### src/rtl/ddr_frame_arbiter.sv
// ddr_frame_arbiter: round-robin DDR3 burst arbiter between camera writes and display reads,
// owning frame-bank rotation. Define TRIPLE_BUF_EN for three-bank (tear-free) buffering.
//
// state | meaning
// IDLE  | apply pending frame starts, then arbitrate between eligible requests
// CMD   | cmd_valid high, command held until cmd_ready
// WAIT  | burst accepted, waiting for burst_done
module ddr_frame_arbiter #(
    parameter int                ADDR_W       = 28,
    parameter int                BURST_LEN    = 64,
    parameter int                FRAME_BURSTS = 900,
    parameter logic [ADDR_W-1:0] FRAME_STRIDE = ADDR_W'(32'h0020_0000),
    parameter logic [ADDR_W-1:0] BASE_ADDR    = ADDR_W'(32'h0000_0000)
) (
    input  logic              phy_clk,
    input  logic              phy_rst,
    input  logic              init_calib_complete,
    input  logic              wr_req,
    input  logic              rd_req,
    input  logic              vin_frame_start,
    input  logic              vout_frame_start,
    output logic              cmd_valid,
    input  logic              cmd_ready,
    output logic              cmd_wr,
    output logic [ADDR_W-1:0] cmd_addr,
    input  logic              burst_done,
    output logic [1:0]        wr_bank,
    output logic [1:0]        rd_bank,
    output logic              frame_write_done,
    output logic              frame_read_done
);

    localparam int                CNT_W       = $clog2(FRAME_BURSTS + 1);
    localparam logic [CNT_W-1:0]  CNT_MAX     = CNT_W'(FRAME_BURSTS);
    localparam logic [ADDR_W-1:0] BURST_BYTES = ADDR_W'(BURST_LEN * 32);

    typedef enum logic [1:0] {
        S_IDLE,
        S_CMD,
        S_WAIT
    } state_t;

    state_t            state, state_d;
    logic              cmd_valid_d, cmd_wr_d;
    logic [ADDR_W-1:0] cmd_addr_d;
    logic              last_wr, last_wr_d;
    logic [CNT_W-1:0]  wr_cnt, wr_cnt_d, rd_cnt, rd_cnt_d;
    logic [CNT_W-1:0]  wr_cnt_inc, rd_cnt_inc, sel_cnt;
    logic [1:0]        wr_bank_d, rd_bank_d, done_bank, done_bank_d, sel_bank;
    logic              vin_pend, vin_pend_d, vout_pend, vout_pend_d;
    logic              write_done_d, read_done_d;
    logic              wr_elig, rd_elig, grant_wr;

    always_ff @(posedge phy_clk) begin
        if (phy_rst) begin
            state            <= S_IDLE;
            cmd_valid        <= 1'b0;
            cmd_wr           <= 1'b0;
            cmd_addr         <= '0;
            last_wr          <= 1'b0;
            wr_cnt           <= '0;
            rd_cnt           <= '0;
            wr_bank          <= 2'd0;
            rd_bank          <= 2'd1;
            done_bank        <= 2'd1;
            vin_pend         <= 1'b0;
            vout_pend        <= 1'b0;
            frame_write_done <= 1'b0;
            frame_read_done  <= 1'b0;
        end else begin
            state            <= state_d;
            cmd_valid        <= cmd_valid_d;
            cmd_wr           <= cmd_wr_d;
            cmd_addr         <= cmd_addr_d;
            last_wr          <= last_wr_d;
            wr_cnt           <= wr_cnt_d;
            rd_cnt           <= rd_cnt_d;
            wr_bank          <= wr_bank_d;
            rd_bank          <= rd_bank_d;
            done_bank        <= done_bank_d;
            vin_pend         <= vin_pend_d;
            vout_pend        <= vout_pend_d;
            frame_write_done <= write_done_d;
            frame_read_done  <= read_done_d;
        end
    end

    always_comb begin
        state_d      = state;
        cmd_valid_d  = cmd_valid;
        cmd_wr_d     = cmd_wr;
        cmd_addr_d   = cmd_addr;
        last_wr_d    = last_wr;
        wr_cnt_d     = wr_cnt;
        rd_cnt_d     = rd_cnt;
        wr_bank_d    = wr_bank;
        rd_bank_d    = rd_bank;
        done_bank_d  = done_bank;
        vin_pend_d   = vin_pend | vin_frame_start;
        vout_pend_d  = vout_pend | vout_frame_start;
        write_done_d = 1'b0;
        read_done_d  = 1'b0;
        wr_elig      = 1'b0;
        rd_elig      = 1'b0;
        grant_wr     = 1'b0;
        sel_bank     = 2'd0;
        sel_cnt      = '0;
        wr_cnt_inc   = wr_cnt + CNT_W'(1);
        rd_cnt_inc   = rd_cnt + CNT_W'(1);

        unique case (state)
            S_IDLE: begin
                // Frame starts land before arbitration so this cycle's grant sees them;
                // a pulse coinciding with consumption stays pending for the next IDLE cycle.
                if (vout_pend) begin
                    rd_bank_d   = done_bank;
                    rd_cnt_d    = '0;
                    vout_pend_d = vout_frame_start;
                end
                if (vin_pend) begin
                    if (wr_cnt == CNT_MAX) begin
`ifdef TRIPLE_BUF_EN
                        if (rd_bank_d != 2'd0 && done_bank != 2'd0)
                            wr_bank_d = 2'd0;
                        else if (rd_bank_d != 2'd1 && done_bank != 2'd1)
                            wr_bank_d = 2'd1;
                        else
                            wr_bank_d = 2'd2;
`else
                        wr_bank_d = {1'b0, ~wr_bank[0]};
`endif
                    end
                    wr_cnt_d   = '0;
                    vin_pend_d = vin_frame_start;
                end

                wr_elig  = wr_req && (wr_cnt_d < CNT_MAX);
                rd_elig  = rd_req && (rd_cnt_d < CNT_MAX);
                grant_wr = wr_elig && (!rd_elig || !last_wr);
                sel_bank = grant_wr ? wr_bank_d : rd_bank_d;
                sel_cnt  = grant_wr ? wr_cnt_d : rd_cnt_d;

                if (init_calib_complete && (wr_elig || rd_elig)) begin
                    state_d     = S_CMD;
                    cmd_valid_d = 1'b1;
                    cmd_wr_d    = grant_wr;
                    last_wr_d   = grant_wr;
                    cmd_addr_d  = BASE_ADDR + ADDR_W'(sel_bank) * FRAME_STRIDE
                                  + ADDR_W'(sel_cnt) * BURST_BYTES;
                end
            end

            S_CMD: begin
                if (cmd_ready) begin
                    cmd_valid_d = 1'b0;
                    state_d     = S_WAIT;
                end
            end

            S_WAIT: begin
                if (burst_done) begin
                    state_d = S_IDLE;
                    if (cmd_wr) begin
                        wr_cnt_d = wr_cnt_inc;
                        if (wr_cnt_inc == CNT_MAX) begin
                            write_done_d = 1'b1;
                            done_bank_d  = wr_bank;
                        end
                    end else begin
                        rd_cnt_d = rd_cnt_inc;
                        if (rd_cnt_inc == CNT_MAX)
                            read_done_d = 1'b1;
                    end
                end
            end

            default: state_d = S_IDLE;
        endcase
    end

endmodule

### config.mk
export PLATFORM = sky130hd
export DESIGN_NAME = ddr_frame_arbiter
export DESIGN_NICKNAME = d
export VERILOG_FILES = /design/src/rtl/ddr_frame_arbiter.sv
export SDC_FILE = /design/constraint.sdc
export NUM_CORES = 1
export LEC_CHECK = 0
export ABC_AREA = 1
export CAP_MARGIN = 25
export CELL_PAD_IN_SITES_DETAIL_PLACEMENT = 1
export CELL_PAD_IN_SITES_GLOBAL_PLACEMENT = 1
export CORE_UTILIZATION = 38
export CTS_CLUSTER_DIAMETER = 80
export DETAILED_ROUTE_END_ITERATION = 7
export HOLD_SLACK_MARGIN = 0.02
export PLACE_DENSITY_LB_ADDON = 0.1
export SYNTH_ARGS = -nofsm -noshare
export SYNTH_HDL_FRONTEND = slang
export SYNTH_SLANG_ARGS = --single-unit
### constraint.sdc
create_clock -name phy_clk -period 1.84 [get_ports phy_clk]
set_input_delay 0.368 -clock phy_clk [delete_from_list [all_inputs] [get_ports phy_clk]]
set_output_delay 0.368 -clock phy_clk [all_outputs]
set_load 0.005 [all_outputs]
# After elaboration in Yosys (flattened, before gate mapping)
# Index checks and enable logic that the tools add are counted.
dict set report word_totals {
  register_bits 62
  out_inout_bits 36
}
dict set report op_classes {
  addsub 3
  order_cmp 2
  eq_ne 10
  n_mux 30
  n_bitwise 6
  n_reduce_logical 19
}
# operator count
set op_table {}
lappend op_table {{10-bit 2-to-1 mux} 9}
lappend op_table {{10-bit one-hot mux with 2 select lines} 2}
lappend op_table {{10-bit equality test, second input constant} 3}
lappend op_table {{23-bit by 21-bit adder with 24-bit output} 1}
lappend op_table {{10-bit by 1-bit adder with 10-bit output, second input constant} 2}
lappend op_table {{10-bit < comparator, second input constant} 2}
lappend op_table {{2-bit 2-to-1 mux} 9}
lappend op_table {{3-bit AND reduction} 4}
lappend op_table {{2-bit inequality test, second input constant} 5}
lappend op_table {{1-bit 2-to-1 mux} 8}
lappend op_table {{4-bit OR reduction} 2}
lappend op_table {{2-bit one-hot mux with 3 select lines} 1}
lappend op_table {{1-bit logical AND} 4}
lappend op_table {{1-bit NOT} 4}
lappend op_table {{4-bit AND reduction} 1}
lappend op_table {{2-bit nonzero test} 2}
lappend op_table {{2-bit by 1-bit equality test with 1-bit output, second input constant} 1}
lappend op_table {{2-bit equality test, second input constant} 1}
lappend op_table {{1-bit logical NOT} 2}
lappend op_table {{2-bit logical NOT} 1}
lappend op_table {{1-bit logical OR} 2}
lappend op_table {{1-bit bitwise OR} 2}
lappend op_table {{1-bit one-hot mux with 2 select lines} 1}
lappend op_table {{2-bit AND reduction} 1}

# Depth between registers and ports, before layout
# Gate-level depths: netlist of the first run.
dict set report logic_depth {
  depth_word 9
  ltp_mapped 11
  depth_no_buf 11
}

# Worst setup path before layout of the first run
# Ideal clock, no wire load.
dict set report synth_timing {
  path_type {flip-flop to flip-flop}
  start {register rd_cnt[1]}
  end {register rd_cnt[6]}
  setup_ns 0.070
  t_arrival_ns 1.389
  slack_ns 0.381
  stages_incl_launch_ff 7
  n_path_buf 0
  synth_period_minus_slack_ns 1.459
  path_cell_list {dfxtp_1 ha_1 nand2_1 nor3_1 xor2_1 or2_2 a21oi_1}
}
dict set report synth_via {
  elab_chain_len 4
}
# element line_no
set synth_lines {}
lappend synth_lines {{start, declared} 47} ;# logic [CNT_W-1:0] wr_cnt, wr_cnt_d, rd_cnt, rd_cnt_d;
lappend synth_lines {{start signal, assigned} 77} ;# rd_cnt <= rd_cnt_d;
lappend synth_lines {{10-bit by 1-bit adder with 10-bit output} 109} ;# rd_cnt_inc = rd_cnt + CNT_W'(1);
lappend synth_lines {{10-bit 2-to-1 mux} 163} ;# if (cmd_wr) begin
lappend synth_lines {{10-bit 2-to-1 mux} 161} ;# if (burst_done) begin
lappend synth_lines {{10-bit one-hot mux with 2 select lines} 111} ;# unique case (state)
# No other way between the ends. The select of a mux whose other input is x is not followed.
# A chain may end at the register's enable or synchronous reset.

# Final worst setup path of the first run
dict set report layout_timing {
  start {register vout_pend}
  end {register cmd_addr[13]}
}
dict set report layout_via {
  elab_chain_len 9
}
# element line_no
set layout_lines {}
lappend layout_lines {{start, declared} 50} ;# logic vin_pend, vin_pend_d, vout_pend, vout_pend_d;
lappend layout_lines {{start signal, assigned} 82} ;# vout_pend <= vout_pend_d;
lappend layout_lines {{10-bit 2-to-1 mux (*)} 115} ;# if (vout_pend) begin
lappend layout_lines {{10-bit 2-to-1 mux (*)} 111}
lappend layout_lines {{10-bit < comparator} 138} ;# rd_elig = rd_req && (rd_cnt_d < CNT_MAX);
lappend layout_lines {{1-bit logical AND} 138}
lappend layout_lines {{1-bit logical NOT} 139} ;# grant_wr = wr_elig && (!rd_elig || !last_wr);
lappend layout_lines {{1-bit logical OR} 139}
lappend layout_lines {{1-bit logical AND} 139}
lappend layout_lines {{10-bit 2-to-1 mux} 141} ;# sel_cnt = grant_wr ? wr_cnt_d : rd_cnt_d;
lappend layout_lines {{23-bit by 21-bit adder with 24-bit output} 149} ;# + ADDR_W'(sel_cnt) * BURST_BYTES;
lappend layout_lines {{end signal, assigned} 74} ;# cmd_addr <= cmd_addr_d;
lappend layout_lines {{end, declared} 25} ;# output logic [ADDR_W-1:0] cmd_addr,
# Every way passes the cells marked *; elsewhere a longest branch is shown, timed or not. The select of a mux whose other input is x is not followed.

==> results.ini, run 1 <==
[die]
dieArea_um2 = 8282
core_area_um2 = 7687
row_count = 32
die_w_um = 91.01
die_h_um = 91.01
initial_core_util = 0.3916
ios = 45

[cts]
numCtsBuffers = 5
clk_latency_ps = 310
cts_root_buf = clkbuf_8
cts-htree-levels = 2
cts-hold-fix-buffers = 0
clk_pin_slew_ps = 100
cts_tree = built
clk_path_buf_depth = 2
cts_sinks = 46

[pwr]
power_switching_mw = 0.8489
p_int_mw = 1.601
power_mw = 2.450
leakage_nw = 1.557
ir_drop_mv = 0.3215
power_density_nw_per_um2 = 695.0
pwr-share-comb = 0.257
switching_share = 0.3465
power_frac_clock = 0.268
seq_power_share = 0.474

[grt]
grt_usage = 0.2293
grt_pass1_wl_mm = 15.00
grt_start_max_net_pins = 31
gr-total-overflow = 0
antenna_found_initial = 0
first_global_vias = 3045

[route]
drtIter0Drc = 66
wl_mm = 9.124
drc = 1
drt-vias-per-instance = 5.035
ant_nets = 0
wl_per_cell_um = 15.01
firstDrtPassIters = 6
via_count = 3061

[finish]
drive_above_1_share = 0.1344
area_growth_pct = 17.08
nNetsFinal = 517
final_cells = 608
diodes = 0
final_area_um2 = 3525

[yosys]
yosysUniqueCellTypes = 35
synth-edff-count = 0
yosysSeqAreaShare = 0.3059
synth.top_cell.area_share = 0.3059
yosysWarnings = 0
yosys.area.top_type = dfxtp_1
netlist_area_um2 = 3010
synth.most_common_cell = nand2_1
synthArstFlopShare = 0
avgSynthCellArea_um2 = 6.474
synth_area_leaders = dfxtp_1 (31%), nand2_1 (13%), nand3_1 (7.5%), inv_1 (7.4%), a21oi_1 (6.3%)
synthCells = 465
synth_commonest_cells = nand2_1 (107), inv_1 (59), dfxtp_1 (46)
synth-seq-cells = 46
synth_flop_cell = dfxtp_1

[worst_setup_path]
required_ps = 2050
crit_fanout = 14
critPathCaptureType = register
critical_path_class = reg -> reg
worst_r2r_startpoint = vout_pend
path_common_cell = nor2_1
startpoint_type = register
cp_cell_sequence = inv_2, nand3_1, nor2_1, nand2_1, nand3_2, a21oi_4, buf_12, nand2_1, nor2_1, nor2_1
arrival_ps = 1930
cp_slowest_cell = dfxtp_1
r2r_setup_slack_ps = 120
cp_slowest_stage_delay_ps = 460
rr_worst_depth = 10
r2r-end = cmd_addr[13]

[place]
io_buffers = 28
gp_congestion = 0.8375
place_area_um2 = 3425
dp.cells = 600
dp_slack_ps = -17.13
place_hpwl_mm = 7.085

[sta]
setup_slack_ps = 116.3
drv_slew = 0
skew_ps = 9.474
fin_crit_ps = 1724
clock.fmax_mhz = 580.2
period_share = 0.9368
setup_viol = 0
hold_violations = 0
rsz0062_at_grt = false

[run_status]
failed_checks = DRC
outcome = finished, violations left

[min_path]
hold_depth = 2
hp-class = reg -> reg
hold-path-endpoint = cmd_valid
min-delay-start = cmd_valid

[job]
drv_cap = 0

==> repair_timing <==
item                       in CTS  in global routing
setup buffers                   0                  0
resized for setup               0                  4
setup endpoints to repair       0                  3
==> worst max-delay path, delay by kind of cell (launching register included) <==
family | cells | cell delay, ps
flip-flops | 1 | 460
AND/OR/NAND/NOR | 7 | 710
buffers and inverters | 2 | 260
AO/OA/AOI/OAI | 1 | 190
==> per-stage QoR <==
stage / utilization / hold WS [ps] / TNS (ps)
6_report: 0.4585 / 474.3 / 0
5_1_grt: 0.4585 / 510.8 / 0
4_1_cts: 0.4572 / 480.2 / 0
3_5_place_dp: 0.4455 / 464.0 / -17.13
3_3_place_gp: 0.4455 / 453.5 / 0
2_1_floorplan: - / 428.7 / 0
==> worst max path at each step <==
stage,slack [ps],start,to
global route,0.6,wr_cnt[1],done_bank[0]
detailed placement,-20,burst_done,rd_cnt[2]
finish,120,vout_pend,cmd_addr[13]
global placement,40,rd_req,cmd_addr[13]
floorplan,380,rd_cnt[1],rd_cnt[6]
CTS,30,wr_cnt[1],done_bank[0]
==> flip-flops by register name, indices dropped and copies added, names as in the netlist, 2 cells and up <==
name	cells
wr_bank	2
rd_bank	2
done_bank	2
rd_cnt	10
state	2
cmd_addr	12
wr_cnt	10
==> cell families after synthesis <==
family | count (synthesis) | share of synthesized area
other | 1 | 0.001246
AO/OA/AOI/OAI | 86 | 0.1588
XOR/XNOR | 6 | 0.01746
flip-flops | 46 | 0.3059
adder cells (fa/ha/maj) | 3 | 0.01247
AND/OR/NAND/NOR | 224 | 0.3441
buffers and inverters | 99 | 0.1600
==> power groups by stage <==
stage / Clock [mW] / Sequential (mW) / Combinational, mW
floorplan: 0 / 1.17 / 0.421
global placement: 0 / 1.18 / 0.617
detailed placement: 0 / 1.18 / 0.632
CTS: 0.683 / 1.16 / 0.634
global route: 0.719 / 1.18 / 0.707
finish: 0.658 / 1.16 / 0.630
==> cell type report <==
cell class	instances	area (um2)
inverter	67	254.0
clock buffer	5	68.82
timing repair buffer	50	457.9
tap	102	127.6
fill	1031	4163
multi-input combinational	335	1674
clock inverter	3	21.27
sequential	46	920.9
==> per-layer routing <==
layer / wire length, um / vias up / GRT usage
li1: - / 1533 / -
met1: 4012 / 1470 / 0.2726
met2: 4698 / 47 / 0.4268
met3: 257 / 11 / 0.03350
met4: 155 / 0 / 0.06085
met5: 0 / - / 0
==> layout by cell type (no fill, tap or decap), types with 11 or more instances in the layout <==
cell	count
dfxtp_1	46
nand2_1	107
conb_1	16
clkdlybuf4s50_1	28
inv_1	58
o21ai_0	21
a21oi_1	38
nand3_1	45
nor2_1	39
buf_4	21
o21ai_1	11
Power figures use the tool's default switching activity.
==> inputs of run 2 (changes only) <==
- CAP_MARGIN: 25 -> unset
==> results of run 2 <==
No change in the layout: final DEF, timing and power equal those of run 1.
